File: config.mk
export PLATFORM = sky130hd
export DESIGN_NAME = crc_frame_ctrl
export DESIGN_NICKNAME = d
export VERILOG_FILES = /design/src/rtl/crc_frame_ctrl.sv
export SDC_FILE = /design/constraint.sdc
export NUM_CORES = 1
export LEC_CHECK = 0
export ABC_AREA = 1
export CORE_MARGIN = 2
export CORE_UTILIZATION = 46
export CTS_CLUSTER_DIAMETER = 60
export DETAILED_ROUTE_END_ITERATION = 7
export MAX_ROUTING_LAYER = met4
export PLACE_DENSITY = 0.91
export SLEW_MARGIN = 20
export SYNTH_ARGS = -nofsm -noshare
export SYNTH_HDL_FRONTEND = slang
export SYNTH_SLANG_ARGS = --single-unit
File: constraint.sdc
create_clock -name clk -period 2 [get_ports clk]
set_clock_uncertainty 0.15 [all_clocks]
set_input_delay 0.4 -clock clk [delete_from_list [all_inputs] [get_ports clk]]
set_output_delay 0.4 -clock clk [all_outputs]
set_load 0.01 [all_outputs]
File: src/rtl/crc_frame_ctrl.sv
// Sequencer for a shared external CRC engine: seeds the engine, streams a fixed
// number of bytes into it, then captures the XORed result and flags completion.
//
// state | meaning
// IDLE  | waiting for cmd_start; zero-length commands report err
// INIT  | one-cycle engine seed pulse
// RUN   | accepting bytes until the latched count is exhausted
// WAIT  | one cycle for the registered engine result to settle
// DONE  | one-cycle completion pulse, crc_out valid
module crc_frame_ctrl #(
   parameter int                DATA_W  = 8,
   parameter int                CRC_W   = 16,
   parameter int                LEN_W   = 8,
   parameter logic [CRC_W-1:0]  XOR_OUT = 16'h0000
) (
   input  logic               clk,
   input  logic               rst,
   input  logic               cmd_start,
   input  logic [LEN_W-1:0]   cmd_len,
   input  logic               abort,
   input  logic               in_valid,
   input  logic [DATA_W-1:0]  in_data,
   output logic               in_ready,
   output logic               eng_init,
   output logic               eng_en,
   output logic [DATA_W-1:0]  eng_data,
   input  logic [CRC_W-1:0]   eng_crc,
   output logic               busy,
   output logic [CRC_W-1:0]   crc_out,
   output logic               done,
   output logic               done_tgl,
   output logic               err
);

   typedef enum logic [2:0] {
      IDLE = 3'd0,
      INIT = 3'd1,
      RUN  = 3'd2,
      WAIT = 3'd3,
      DONE = 3'd4
   } state_t;

   state_t            state, state_nxt;
   logic [LEN_W-1:0]  remaining, remaining_nxt;
   logic              err_nxt;
   logic              accept;

   assign in_ready = (state == RUN);
   assign accept   = in_valid & in_ready;
   assign eng_en   = accept;
   assign eng_data = in_ready ? in_data : '0;
   assign eng_init = (state == INIT);
   assign busy     = (state != IDLE);
   assign done     = (state == DONE);

   always_comb begin
      state_nxt     = state;
      remaining_nxt = remaining;
      err_nxt       = 1'b0;
      case (state)
         IDLE: begin
            if (cmd_start) begin
               if (cmd_len != '0) begin
                  remaining_nxt = cmd_len;
                  state_nxt     = INIT;
               end else begin
                  err_nxt = 1'b1;
               end
            end
         end
         INIT: begin
            state_nxt = RUN;
         end
         RUN: begin
            if (accept) begin
               remaining_nxt = remaining - LEN_W'(1);
               if (remaining == LEN_W'(1)) state_nxt = WAIT;
            end
         end
         WAIT: begin
            state_nxt = DONE;
         end
         DONE: begin
            state_nxt = IDLE;
         end
         default: begin
            state_nxt = IDLE;
         end
      endcase
      // abort discards the frame; DONE is already committed and ignores it
      if (abort && (state == INIT || state == RUN || state == WAIT)) begin
         state_nxt     = IDLE;
         remaining_nxt = '0;
         err_nxt       = 1'b1;
      end
   end

   always_ff @(posedge clk or posedge rst) begin
      if (rst) begin
         state     <= IDLE;
         remaining <= '0;
         err       <= 1'b0;
         crc_out   <= '0;
         done_tgl  <= 1'b0;
      end else begin
         state     <= state_nxt;
         remaining <= remaining_nxt;
         err       <= err_nxt;
         if (state == WAIT && !abort) begin
            crc_out  <= eng_crc ^ XOR_OUT;
            done_tgl <= ~done_tgl;
         end
      end
   end

endmodule
==> results by group, run 1 <==
Run status
  – Outcome: finished, final reports clean

Worst setup path
  – Worst path buffer plus inverter count: 2
  – Worst setup path start: state[2]
  – Worst reg2reg endpoint: remaining[3]
  – Register-to-register setup slack: 330 ps
  – Worst Setup End Kind: primary output
  – Startpoint of the worst-slack reg-to-reg timing path: state[2]
  – Critical Path Max Stage Delay: 460 ps
  – Cell with the largest stage delay on the worst path: sky130_fd_sc_hd__dfrtp_2
  – Number of cell instances on the worst register-to-register path: 9
  – Required time at the endpoint of the critical path: 1450 ps
  – Worst endpoint data arrival time: 1420 ps
  – List of cells traversed by the critical path: nor2_4 -> buf_4 -> nand2_2 -> dlygate4sd2_1
  – Nature of the critical path startpoint: register
  – Critical path's top delay family: flip-flops
  – Kind of critical path: register to primary output
  – Max Fanout on Critical Path: 4

Floorplanning
  – Number of placed I/O pins: 68
  – Die area: 4106 µm²
  – Placeable core region: 3390 µm²
  – Effective utilization at floorplan: 0.4898
  – Die extent in x: 64.08 µm
  – Height of the chip: 64.08 µm
  – Number of rows created at floorplan: 21

Routing
  – Vias: 1662
  – Via density: 4.790
  – Wire length per cell after detailed routing: 12.12 µm
  – Total wirelength of the detailed-routed design: 4.206 mm
  – Remaining antenna violation count: 0
  – DRC violations left: 0
  – Number of iterations in the first detailed-routing pass: 4
  – Initial DRC Count: 44

Yosys
  – Syn Nets: 259
  – Area share of the largest cell type after synthesis: 0.4371
  – Post-synthesis cell type count: 29
  – Fraction of the yosys area taken by sequential cells: 0.4371
  – Library cell with the largest summed area after synthesis: sky130_fd_sc_hd__dfrtp_1
  – Count of warnings emitted by yosys: 0
  – Number of flip-flops and latches in the synthesized netlist: 29
  – Dominant cells by area after synthesis: sky130_fd_sc_hd__dfrtp_1 44%, sky130_fd_sc_hd__nand2_1 17%, sky130_fd_sc_hd__nor2_1 7.2%, sky130_fd_sc_hd__inv_1 5.7%, sky130_fd_sc_hd__nand3_1 2.7%
  – Cells after synthesis: 220
  – Mean area per synthesized cell: 7.547 µm²
  – Synthesized cell area: 1660 µm²

Global route
  – Pin count of the biggest net entering global routing: 30
  – Final global-route overflow total: 0
  – Number of global-route vias before repair: 1623
  – GRT Total Usage: 0.2229
  – First-pass GRT wire length: 6.989 mm
  – Number of antenna violations at the first check in global routing: 0

Final layout
  – Area growth from synthesis to final layout: 47.85%
  – Final core area utilization: 0.7243
  – Layout Cells excl Fill: 347
  – Final cell area excluding filler cells: 2455 µm²
  – Diodes inserted: 0
  – Fin nets: 339
  – Share of post-route cells with drive strength above 1: 0.1827

STA
  – Shortest clock period the worst path allows after layout: 1967 ps
  – Worst slew pin tran: 360.2 ps
  – Tcrit/Tclk final: 0.9834
  – Fin Setup TNS: 0 ps
  – Highest attainable clock frequency: 508.5 MHz
  – Setup repair after global routing missed its margin: true
  – Setup-failing EPs final: 0
  – Slack of the critical path: 33.25 ps
  – Hold Vio Cnt, Final: 0
  – Tightest slew margin relative to the limit: 0.7599
  – Number of pins exceeding their max-slew limit in the final report: 0
  – Smallest hold slack: 278.4 ps

Pwr
  – Max IR drop VDD: 0.0007541 V
  – Overall power after layout: 3.350 mW
  – Static leakage power: 1.286 nW
  – Power density over the cells: 1365 nW/µm²

Clocking
  – Root Buffer: sky130_fd_sc_hd__clkbuf_4
  – Worst-case clock buffer depth: 2
  – TritonCTS sink count: 29
  – Number of hold buffers added after cts: 0
  – Number of clock buffers inserted by TritonCTS: 5
  – Clock-pin transition on the worst setup and hold timing paths: 100 ps
  – Depth of the CTS H-tree: 2
  – Insertion delay to the later sink of the worst-skew pair: 320 ps
  – Clock tree from TritonCTS: yes

Flow run
  – Maximum capacitance violations: 0

Place
  – Pre-CTS setup slack: -95.50 ps
  – Cell count after placement: 334
  – Placed standard-cell area: 2391 µm²
  – Buffers added on ports: 67
  – Gp weighted congestion: 0.7719
  – Post-detailed-placement half-perimeter wirelength: 3.019 mm

Hold path
  – Type of the most critical hold path: input pin to async pin
[state kept, by name, summed over array words and instances, names as in the netlist]
name       count
state          3
done_tgl       1
remaining      8
err            1
crc_out       16
[kinds of logic (layout without fill, tap and decap cells)]
kind of cell             after synthesis  after routing  synth area share
AND/OR/NAND/NOR                      139            139            0.3926
buffers and inverters                 33            114           0.08967
flip-flops                            29             29            0.4371
AO/OA/AOI/OAI                         15             15           0.05501
adder cells (fa/ha/maj)                2              2           0.01507
XOR/XNOR                               2              2           0.01055
[metal layers]
metal	wire length, µm	share of wire	up-vias	GRT usage
met5	0	0	-	-
met4	53	0.013	0	0.07337
met1	1848	0.44	757	0.2489
met3	362	0.086	6	0.07218
met2	1941	0.46	71	0.3763
li1	-	-	828	-
[final cells by class]
cell class,count,area (µm²)
Fill cell,254,934.6
Clock buffer,5,37.54
Multi-Input combinational cell,158,798.3
Inverter,29,113.9
Sequential cell,29,726.9
Tap cell,46,57.56
Clock inverter,3,17.52
Timing Repair Buffer,77,703.2
[cells in the mapped netlist]
master                      n
sky130_fd_sc_hd__a21oi_2    1
sky130_fd_sc_hd__xor2_1     1
sky130_fd_sc_hd__inv_1     25
sky130_fd_sc_hd__nand2_1   77
sky130_fd_sc_hd__nand2_4    4
sky130_fd_sc_hd__nand3_4    2
sky130_fd_sc_hd__nor2_4     1
sky130_fd_sc_hd__nand3_1    9
sky130_fd_sc_hd__nand2_2    5
sky130_fd_sc_hd__nand4_1    2
sky130_fd_sc_hd__o21ai_2    2
sky130_fd_sc_hd__nor2_1    32
sky130_fd_sc_hd__xnor2_1    1
sky130_fd_sc_hd__nor2_8     1
sky130_fd_sc_hd__buf_4      1
sky130_fd_sc_hd__buf_6      2
sky130_fd_sc_hd__buf_2      1
sky130_fd_sc_hd__nand3_2    2
sky130_fd_sc_hd__dfrtp_1   29
sky130_fd_sc_hd__inv_2      2
sky130_fd_sc_hd__a21oi_1    1
sky130_fd_sc_hd__o21ai_0    4
sky130_fd_sc_hd__o21a_1     1
sky130_fd_sc_hd__nor3_1     2
sky130_fd_sc_hd__o21ai_1    5
sky130_fd_sc_hd__inv_4      2
sky130_fd_sc_hd__nor2_2     2
sky130_fd_sc_hd__o211ai_1   1
sky130_fd_sc_hd__ha_1       2
[layout by cell type, fill, tap and decap left out, types with 2 or more instances in the layout]
master,instances
sky130_fd_sc_hd__nor2_1,31
sky130_fd_sc_hd__inv_2,3
sky130_fd_sc_hd__inv_1,24
sky130_fd_sc_hd__o21ai_1,5
sky130_fd_sc_hd__clkdlybuf4s50_1,54
sky130_fd_sc_hd__nand2_2,4
sky130_fd_sc_hd__o21ai_0,4
sky130_fd_sc_hd__dlygate4sd2_1,3
sky130_fd_sc_hd__buf_4,9
sky130_fd_sc_hd__nor2_2,3
sky130_fd_sc_hd__nand3_2,2
sky130_fd_sc_hd__o21ai_2,2
sky130_fd_sc_hd__buf_2,7
sky130_fd_sc_hd__nand2_1,77
sky130_fd_sc_hd__dfrtp_1,28
sky130_fd_sc_hd__nand3_4,2
sky130_fd_sc_hd__inv_4,2
sky130_fd_sc_hd__nand4_1,2
sky130_fd_sc_hd__nand3_1,9
sky130_fd_sc_hd__clkinv_2,2
sky130_fd_sc_hd__nand2_4,5
sky130_fd_sc_hd__clkbuf_4,5
sky130_fd_sc_hd__ha_1,2
sky130_fd_sc_hd__clkbuf_2,2
[what timing repair did]
item / 4_1_cts / 5_1_grt
endpoints found under the setup margin: 13 / 9
pin swaps: 1 / 2
resized for setup: 35 / 9
buffers inserted: 3 / 2
[power breakdown]
| group | internal [mW] | leakage [nW] | switching (mW) |
|---|---|---|---|
| Sequential | 0.852 | 0.363 | 0.194 |
| Combinational | 0.892 | 0.892 | 1.06 |
| Clock | 0.132 | 0.0310 | 0.220 |
[worst register-to-register path, cell delays in order (launching register included)]
cell	delay, ps
sky130_fd_sc_hd__dfrtp_2	460
sky130_fd_sc_hd__nor2_4	150
sky130_fd_sc_hd__nand2_4	80
sky130_fd_sc_hd__buf_4	150
sky130_fd_sc_hd__inv_4	40
sky130_fd_sc_hd__buf_4	180
sky130_fd_sc_hd__nor2_1	60
sky130_fd_sc_hd__nor2_1	130
sky130_fd_sc_hd__nand2_1	70
sky130_fd_sc_hd__o21ai_1	130
[worst max-delay path by stage]
stage                   to  slack, ps  depth (start not counted)
2_1_floorplan  eng_data[0]        460                          4
3_3_place_gp   eng_data[2]        -70                          4
3_5_place_dp   eng_data[6]       -100                          4
4_1_cts               done       -110                          3
5_1_grt               busy        -20                          4
6_report              busy         30                          4
(Power assumes the default switching activity.)
==> inputs of run 2 (changes only) <==
Settings changed: CORE_UTILIZATION 46 to 65, DONT_BUFFER_PORTS from default to 1, PLACE_DENSITY 0.91 to 0.77.
==> run 2 against run 1 <==
Clock power grew 16%. Die area fell by 28%. Final cell count down 26%. Critical path type unchanged. Highest routed layer unchanged.
==> results by group, run 2 (synthesis results as in run 1) <==
Pwr
  – Share of power burned in the clock network: 0.144 (+0.039)
  – Power density over the cells: 1580 nW/µm² (+16%)
  – Static leakage power: 0.9611 nW (-25%)
  – Net switching fraction of the power: 0.4708 (+0.03090)
  – Fraction of power consumed by sequential logic: 0.401 (+0.089)
  – Overall power after layout: 2.832 mW (-15%)
  – Internal power: 1.499 mW (-20%)
  – Combinational cell fraction of total power: 0.455 (-0.128)
  – Power dissipated by switching net loads: 1.334 mW (-9.5%)
  – Max IR drop VDD: 0.001091 V (+45%)

Floorplanning
  – Number of placed I/O pins: 68 (unchanged)
  – Number of rows created at floorplan: 18 (-14%)
  – Effective utilization at floorplan: 0.6764 (+0.1865)
  – Height of the chip: 54.54 µm (-15%)
  – Die area: 2975 µm² (-28%)
  – Die extent in x: 54.54 µm (-15%)
  – Placeable core region: 2455 µm² (-28%)

Clocking
  – Insertion delay to the later sink of the worst-skew pair: 320 ps (about the same)
  – Clock-pin transition on the worst setup and hold timing paths: 90 ps (about the same)
  – Number of clock buffers inserted by TritonCTS: 5 (unchanged)
  – TritonCTS sink count: 29 (unchanged)
  – Depth of the CTS H-tree: 2 (unchanged)
  – Root Buffer: sky130_fd_sc_hd__clkbuf_4
  – Clock tree from TritonCTS: yes
  – Worst-case clock buffer depth: 2 (unchanged)

Place
  – Buffers added on ports: 0 (-100%)
  – Gp weighted congestion: 0.8517 (+10%)
  – Post-detailed-placement half-perimeter wirelength: 2.495 mm (-17%)
  – Pre-CTS setup slack: 434.6 ps (+530.1 ps)

STA
  – Slack of the critical path: 141.0 ps (+107.7 ps)
  – Setup repair after global routing missed its margin: false
  – Highest attainable clock frequency: 537.9 MHz (+5.8%)
  – Worst slew pin tran: 596.5 ps (+236.3 ps)
  – Setup-failing EPs final: 0 (unchanged)
  – Tcrit/Tclk final: 0.9295 (-0.05387)
  – Hold Vio Cnt, Final: 0 (unchanged)
  – Number of pins exceeding their max-slew limit in the final report: 0 (unchanged)
  – Fin Setup TNS: 0 ps (unchanged)
  – Shortest clock period the worst path allows after layout: 1859 ps (-107.7 ps)
  – Tightest slew margin relative to the limit: 0.6019 (-0.1580)

Global route
  – Final global-route overflow total: 0 (unchanged)
  – GRT Total Usage: 0.2565 (+0.03360)
  – Number of global-route vias before repair: 1285 (-21%)
  – Pin count of the biggest net entering global routing: 19 (-37%)
  – First-pass GRT wire length: 5.188 mm (-26%)
  – Number of antenna violations at the first check in global routing: 0 (unchanged)

Routing
  – Vias: 1379 (-17%)
  – Number of iterations in the first detailed-routing pass: 4 (unchanged)
  – Remaining antenna violation count: 0 (unchanged)
  – Initial DRC Count: 21 (-52%)
  – Wire length per cell after detailed routing: 13.09 µm (+8.0%)
  – DRC violations left: 0 (unchanged)
  – Total wirelength of the detailed-routed design: 3.352 mm (-20%)
  – Via density: 5.387 (+12%)

Final layout
  – Share of post-route cells with drive strength above 1: 0.1858 (+0.003116)
  – Most common cell after layout, fill and taps aside: sky130_fd_sc_hd__nand2_1
  – Fillers: 203 (-20%)
  – Commonest non-fill, non-tap cells in the layout: 77 x sky130_fd_sc_hd__nand2_1, 29 x sky130_fd_sc_hd__dfrtp_1, 25 x sky130_fd_sc_hd__inv_1, 23 x sky130_fd_sc_hd__nor2_1, 11 x sky130_fd_sc_hd__nor2_2
  – Fin nets: 264 (-22%)
  – Diodes inserted: 0 (unchanged)
  – Area growth from synthesis to final layout: 7.988%
  – Regs by FF count: crc_out (16), remaining (8), state (3)
  – Final core area utilization: 0.7304 (+0.006125)
  – Reg with most FFs: crc_out
  – Number of flip-flops in the largest register: 16 (unchanged)

Hold path
  – Type of the most critical hold path: input pin to register

Worst setup path
  – Max Fanout on Critical Path: 13 (+9)
  – Worst endpoint data arrival time: 1310 ps (-110 ps)
  – Nature of the critical path startpoint: register
  – Worst Setup End Kind: primary output
  – Required time at the endpoint of the critical path: 1450 ps (about the same)
  – Kind of critical path: register to primary output

Flow run
  – Maximum capacitance violations: 0 (unchanged)

Run status
  – Outcome: finished, final reports clean
run 2: cell count changes in the layout (fill, tap and decap cells not counted), moves of 2 or more:
cell,change
sky130_fd_sc_hd__buf_2,-7
sky130_fd_sc_hd__clkdlybuf4s50_1,-54
sky130_fd_sc_hd__dlygate4sd2_1,-3
sky130_fd_sc_hd__clkbuf_2,-2
sky130_fd_sc_hd__buf_4,-9
sky130_fd_sc_hd__nor2_2,+8
sky130_fd_sc_hd__nor2_1,-8
sky130_fd_sc_hd__clkbuf_8,+2
run 2: layout make-up:
class / instances / area (µm²) / area share
clock buffer: 7 / 65.06 / 0.03629
clock inverter: 1 / 5.005 / 0.002791
timing repair buffer: 2 / 30.03 / 0.01675
inverter: 29 / 116.4 / 0.06490
sequential: 29 / 725.7 / 0.4047
multi-input combinational: 158 / 813.3 / 0.4536
tap: 30 / 37.54 / 0.02094
run 2: repair_timing:
| action | in CTS | in global routing |
|---|---|---|
| hold endpoints to repair | 13 | 0 |
| buffers inserted | 0 | 0 |
| hold buffers | 1 | 0 |
| resized for setup | 0 | 11 |
| endpoints found under the setup margin | 0 | 10 |
run 2: per-layer routing:
metal / up-vias / part of all wire / track usage
met5: - / 0 / -
met4: 0 / 0.016 / 0.1042
met3: 8 / 0.077 / 0.06831
met2: 66 / 0.48 / 0.4217
met1: 628 / 0.42 / 0.2980
li1: 677 / - / -
run 2: metrics by stage:
step	hold WS (ps)	std cells	cell area (µm²)
2_1_floorplan	328.1	220	1660
5_1_grt	25.58	256	1793
3_5_place_dp	233.0	247	1683
3_3_place_gp	246.5	247	1683
6_report	28.37	256	1793
4_1_cts	18.18	256	1763
run 2: power groups by stage:
stage | Clock [mW] | Combinational, mW | Sequential (mW)
after detailed placement | 0 | 1.26 | 1.14
final | 0.407 | 1.29 | 1.14
after global routing | 0.438 | 1.48 | 1.17
after floorplan | 0 | 1.09 | 1.10
after CTS | 0.417 | 1.26 | 1.14
after global placement | 0 | 1.22 | 1.14
run 2: worst max-delay path: stages, from the launching register on:
cell,delay [ps]
sky130_fd_sc_hd__dfrtp_1,450
sky130_fd_sc_hd__nor2_4,190
sky130_fd_sc_hd__nand2_4,170
sky130_fd_sc_hd__nor2_2,180
run 2: final timing paths:
| path | to | from | slack [ps] | cells after the start |
|---|---|---|---|---|
| hold / removal | crc_out[7] | eng_crc[7] | 30 | 2 |
| min in group asynchronous | done_tgl | rst | 440 | 2 |
| setup reg to reg | remaining[0] | state[2] | 450 | 7 |
| hold reg to reg | remaining[1] | remaining[1] | 370 | 2 |
| setup / recovery | eng_en | state[2] | 140 | 3 |
| max in group asynchronous | crc_out[14] | rst | 770 | 3 |
==> inputs of run 3 (changes only) <==
Settings changed: CORE_MARGIN 2 to default, MAX_ROUTING_LAYER met4 to default, SKIP_LAST_GASP from default to 1.
==> run 3 against run 2 <==
Fmax fell by 3.4%. Sequential cell count did not move. Critical endpoint is now eng_data[1]. Core utilization rose by 1.5 points. Combinational power barely moved. Hold slack improved by 5.5 ps. Routed wire length fell by 2.6%. Total power fell by 3.6%.
==> results by group, run 3 (synthesis results as in run 1) <==
Worst setup path
  – Worst Setup End Kind: primary output
  – Nature of the critical path startpoint: register
  – Max Fanout on Critical Path: 13 (unchanged)
  – Required time at the endpoint of the critical path: 1450 ps (about the same)
  – Worst endpoint data arrival time: 1370 ps (+60 ps)
  – Kind of critical path: register to primary output
  – Register-to-register setup slack: 400 ps (-50 ps)

Floorplanning
  – Die extent in x: 52.54 µm (-3.7%)
  – Placeable core region: 2318 µm² (-5.6%)
  – Effective utilization at floorplan: 0.7161 (+0.03979)
  – Height of the chip: 52.54 µm (-3.7%)
  – Number of rows created at floorplan: 17 (-1)
  – Die area: 2760 µm² (-7.2%)
  – Number of placed I/O pins: 68 (unchanged)

Global route
  – Number of antenna violations at the first check in global routing: 0 (unchanged)
  – Pin count of the biggest net entering global routing: 30 (+11)
  – First-pass GRT wire length: 5.043 mm (-2.8%)
  – Final global-route overflow total: 0 (unchanged)
  – GRT Total Usage: 0.2610 (+0.004532)
  – Number of global-route vias before repair: 1284 (-0.078%)

Run status
  – Outcome: finished, final reports clean

Place
  – Buffers added on ports: 0 (unchanged)
  – Pre-CTS setup slack: 413.9 ps (-20.66 ps)
  – Cell count after placement: 245 (-0.81%)
  – Post-detailed-placement half-perimeter wirelength: 2.466 mm (-1.2%)
  – Gp weighted congestion: 0.9271 (+8.9%)

STA
  – Worst slew pin tran: 536.2 ps (-60.26 ps)
  – Smallest hold slack: 33.92 ps (+5.543 ps)
  – Number of pins exceeding their max-slew limit in the final report: 0 (unchanged)
  – Setup repair after global routing missed its margin: true
  – Slack of the critical path: 76.16 ps (-64.84 ps)
  – Setup-failing EPs final: 0 (unchanged)
  – Shortest clock period the worst path allows after layout: 1924 ps (+64.84 ps)
  – Hold Vio Cnt, Final: 0 (unchanged)
  – Fin Setup TNS: 0 ps (unchanged)
  – Tightest slew margin relative to the limit: 0.6398 (+0.03786)
  – Tcrit/Tclk final: 0.9619 (+0.03242)
  – Highest attainable clock frequency: 519.8 MHz (-3.4%)

Flow run
  – Maximum capacitance violations: 0 (unchanged)

Final layout
  – Fin nets: 264 (unchanged)
  – Commonest non-fill, non-tap cells in the layout: 77 x sky130_fd_sc_hd__nand2_1, 32 x sky130_fd_sc_hd__nor2_1, 29 x sky130_fd_sc_hd__dfrtp_1, 25 x sky130_fd_sc_hd__inv_1, 9 x sky130_fd_sc_hd__nand3_1
  – Layout Cells excl Fill: 254 (-0.78%)
  – Reg with most FFs: crc_out
  – Regs by FF count: crc_out (16), remaining (8), state (3)
  – Fillers: 183 (-9.9%)
  – Combined area of the multi-input logic cells: 785.8 µm² (-3.4%)
  – Diodes inserted: 0 (unchanged)
  – Number of flip-flops in the largest register: 16 (unchanged)
  – Register area: 725.7 µm² (unchanged)
  – Share of post-route cells with drive strength above 1: 0.1416 (-0.04425)
  – Area growth from synthesis to final layout: 4.145%
  – Most common cell after layout, fill and taps aside: sky130_fd_sc_hd__nand2_1

Clocking
  – Depth of the CTS H-tree: 2 (unchanged)
  – Post-CTS resize count: 0 (unchanged)
  – Insertion delay to the later sink of the worst-skew pair: 320 ps (about the same)
  – Clock tree from TritonCTS: yes
  – Clock-pin transition on the worst setup and hold timing paths: 90 ps (about the same)
  – Setup Fix Bufs, Post-CTS: 0 (unchanged)
  – Root Buffer: sky130_fd_sc_hd__clkbuf_4
  – Number of clock buffers inserted by TritonCTS: 5 (unchanged)
  – TritonCTS sink count: 29 (unchanged)
  – Worst-case clock buffer depth: 2 (unchanged)

Routing
  – Via density: 5.539 (+2.8%)
  – Wire length per cell after detailed routing: 12.86 µm (-1.8%)
  – DRC violations left: 0 (unchanged)
  – Total wirelength of the detailed-routed design: 3.266 mm (-2.6%)
  – Vias: 1407 (+2.0%)
  – Number of iterations in the first detailed-routing pass: 5 (+1)
  – Remaining antenna violation count: 0 (unchanged)
  – Initial DRC Count: 37 (+76%)

Pwr
  – Overall power after layout: 2.730 mW (-3.6%)
  – Max IR drop VDD: 0.001092 V (+0.17%)
  – Static leakage power: 0.9452 nW (-1.6%)
  – Power density over the cells: 1579 nW/µm² (about the same)

Hold path
  – Type of the most critical hold path: input pin to register
run 3: cell count changes in the layout (fill, tap and decap cells not counted):
cell and change:
sky130_fd_sc_hd__inv_4 +1, sky130_fd_sc_hd__nand2_2 +1, sky130_fd_sc_hd__nand2_4 -1, sky130_fd_sc_hd__inv_6 -1
sky130_fd_sc_hd__clkbuf_1 +1, sky130_fd_sc_hd__clkinv_2 +1, sky130_fd_sc_hd__clkbuf_8 -2, sky130_fd_sc_hd__nor2_2 -9
sky130_fd_sc_hd__buf_12 -1, sky130_fd_sc_hd__buf_4 +1, sky130_fd_sc_hd__nor2_1 +9
run 3: layout make-up:
type | instances | share of cell area
clock inverter | 2 | 0.005789
tap | 28 | 0.02026
sequential | 29 | 0.4197
clock buffer | 6 | 0.02388
timing repair buffer | 2 | 0.01013
multi-input combinational | 158 | 0.4544
inverter | 29 | 0.06585
run 3: where the power goes:
group	leakage (nW)	internal, mW	switching, mW
Sequential	0.365	0.852	0.292
Combinational	0.549	0.431	0.829
Clock	0.0320	0.134	0.192
run 3: timing repair:
action	4_1_cts	5_1_grt
hold endpoints to repair	29	0
setup endpoints to repair	0	9
hold buffers	1	0
run 3: worst max-delay path, cell delays in order (launching register included):
cell and delay, ps:
sky130_fd_sc_hd__dfrtp_1 450, sky130_fd_sc_hd__nor2_4 170, sky130_fd_sc_hd__nand2_2 200, sky130_fd_sc_hd__nor2_1 240
run 3: worst paths after layout:
kind | start | end | cells past startpoint
hold reg to reg | remaining[1] | remaining[1] | 2
max in group asynchronous | rst | err | 3
setup reg to reg | state[2] | remaining[0] | 7
min in group asynchronous | rst | remaining[6] | 3
hold / removal | eng_crc[12] | crc_out[12] | 2
setup / recovery | state[2] | eng_data[1] | 3
run 3: stage by stage:
step / instance area [µm²] / util
2_1_floorplan: 1660 / -
3_3_place_gp: 1668 / 0.7194
3_5_place_dp: 1668 / 0.7194
4_1_cts: 1729 / 0.7458
5_1_grt: 1729 / 0.7458
6_report: 1729 / 0.7458
run 3: layer usage:
layer	up-vias	track usage	wire, µm
li1	681	-	-
met1	643	0.3092	1373
met2	78	0.4409	1548
met3	5	0.05507	294
met4	0	0.1360	49
met5	-	0	0
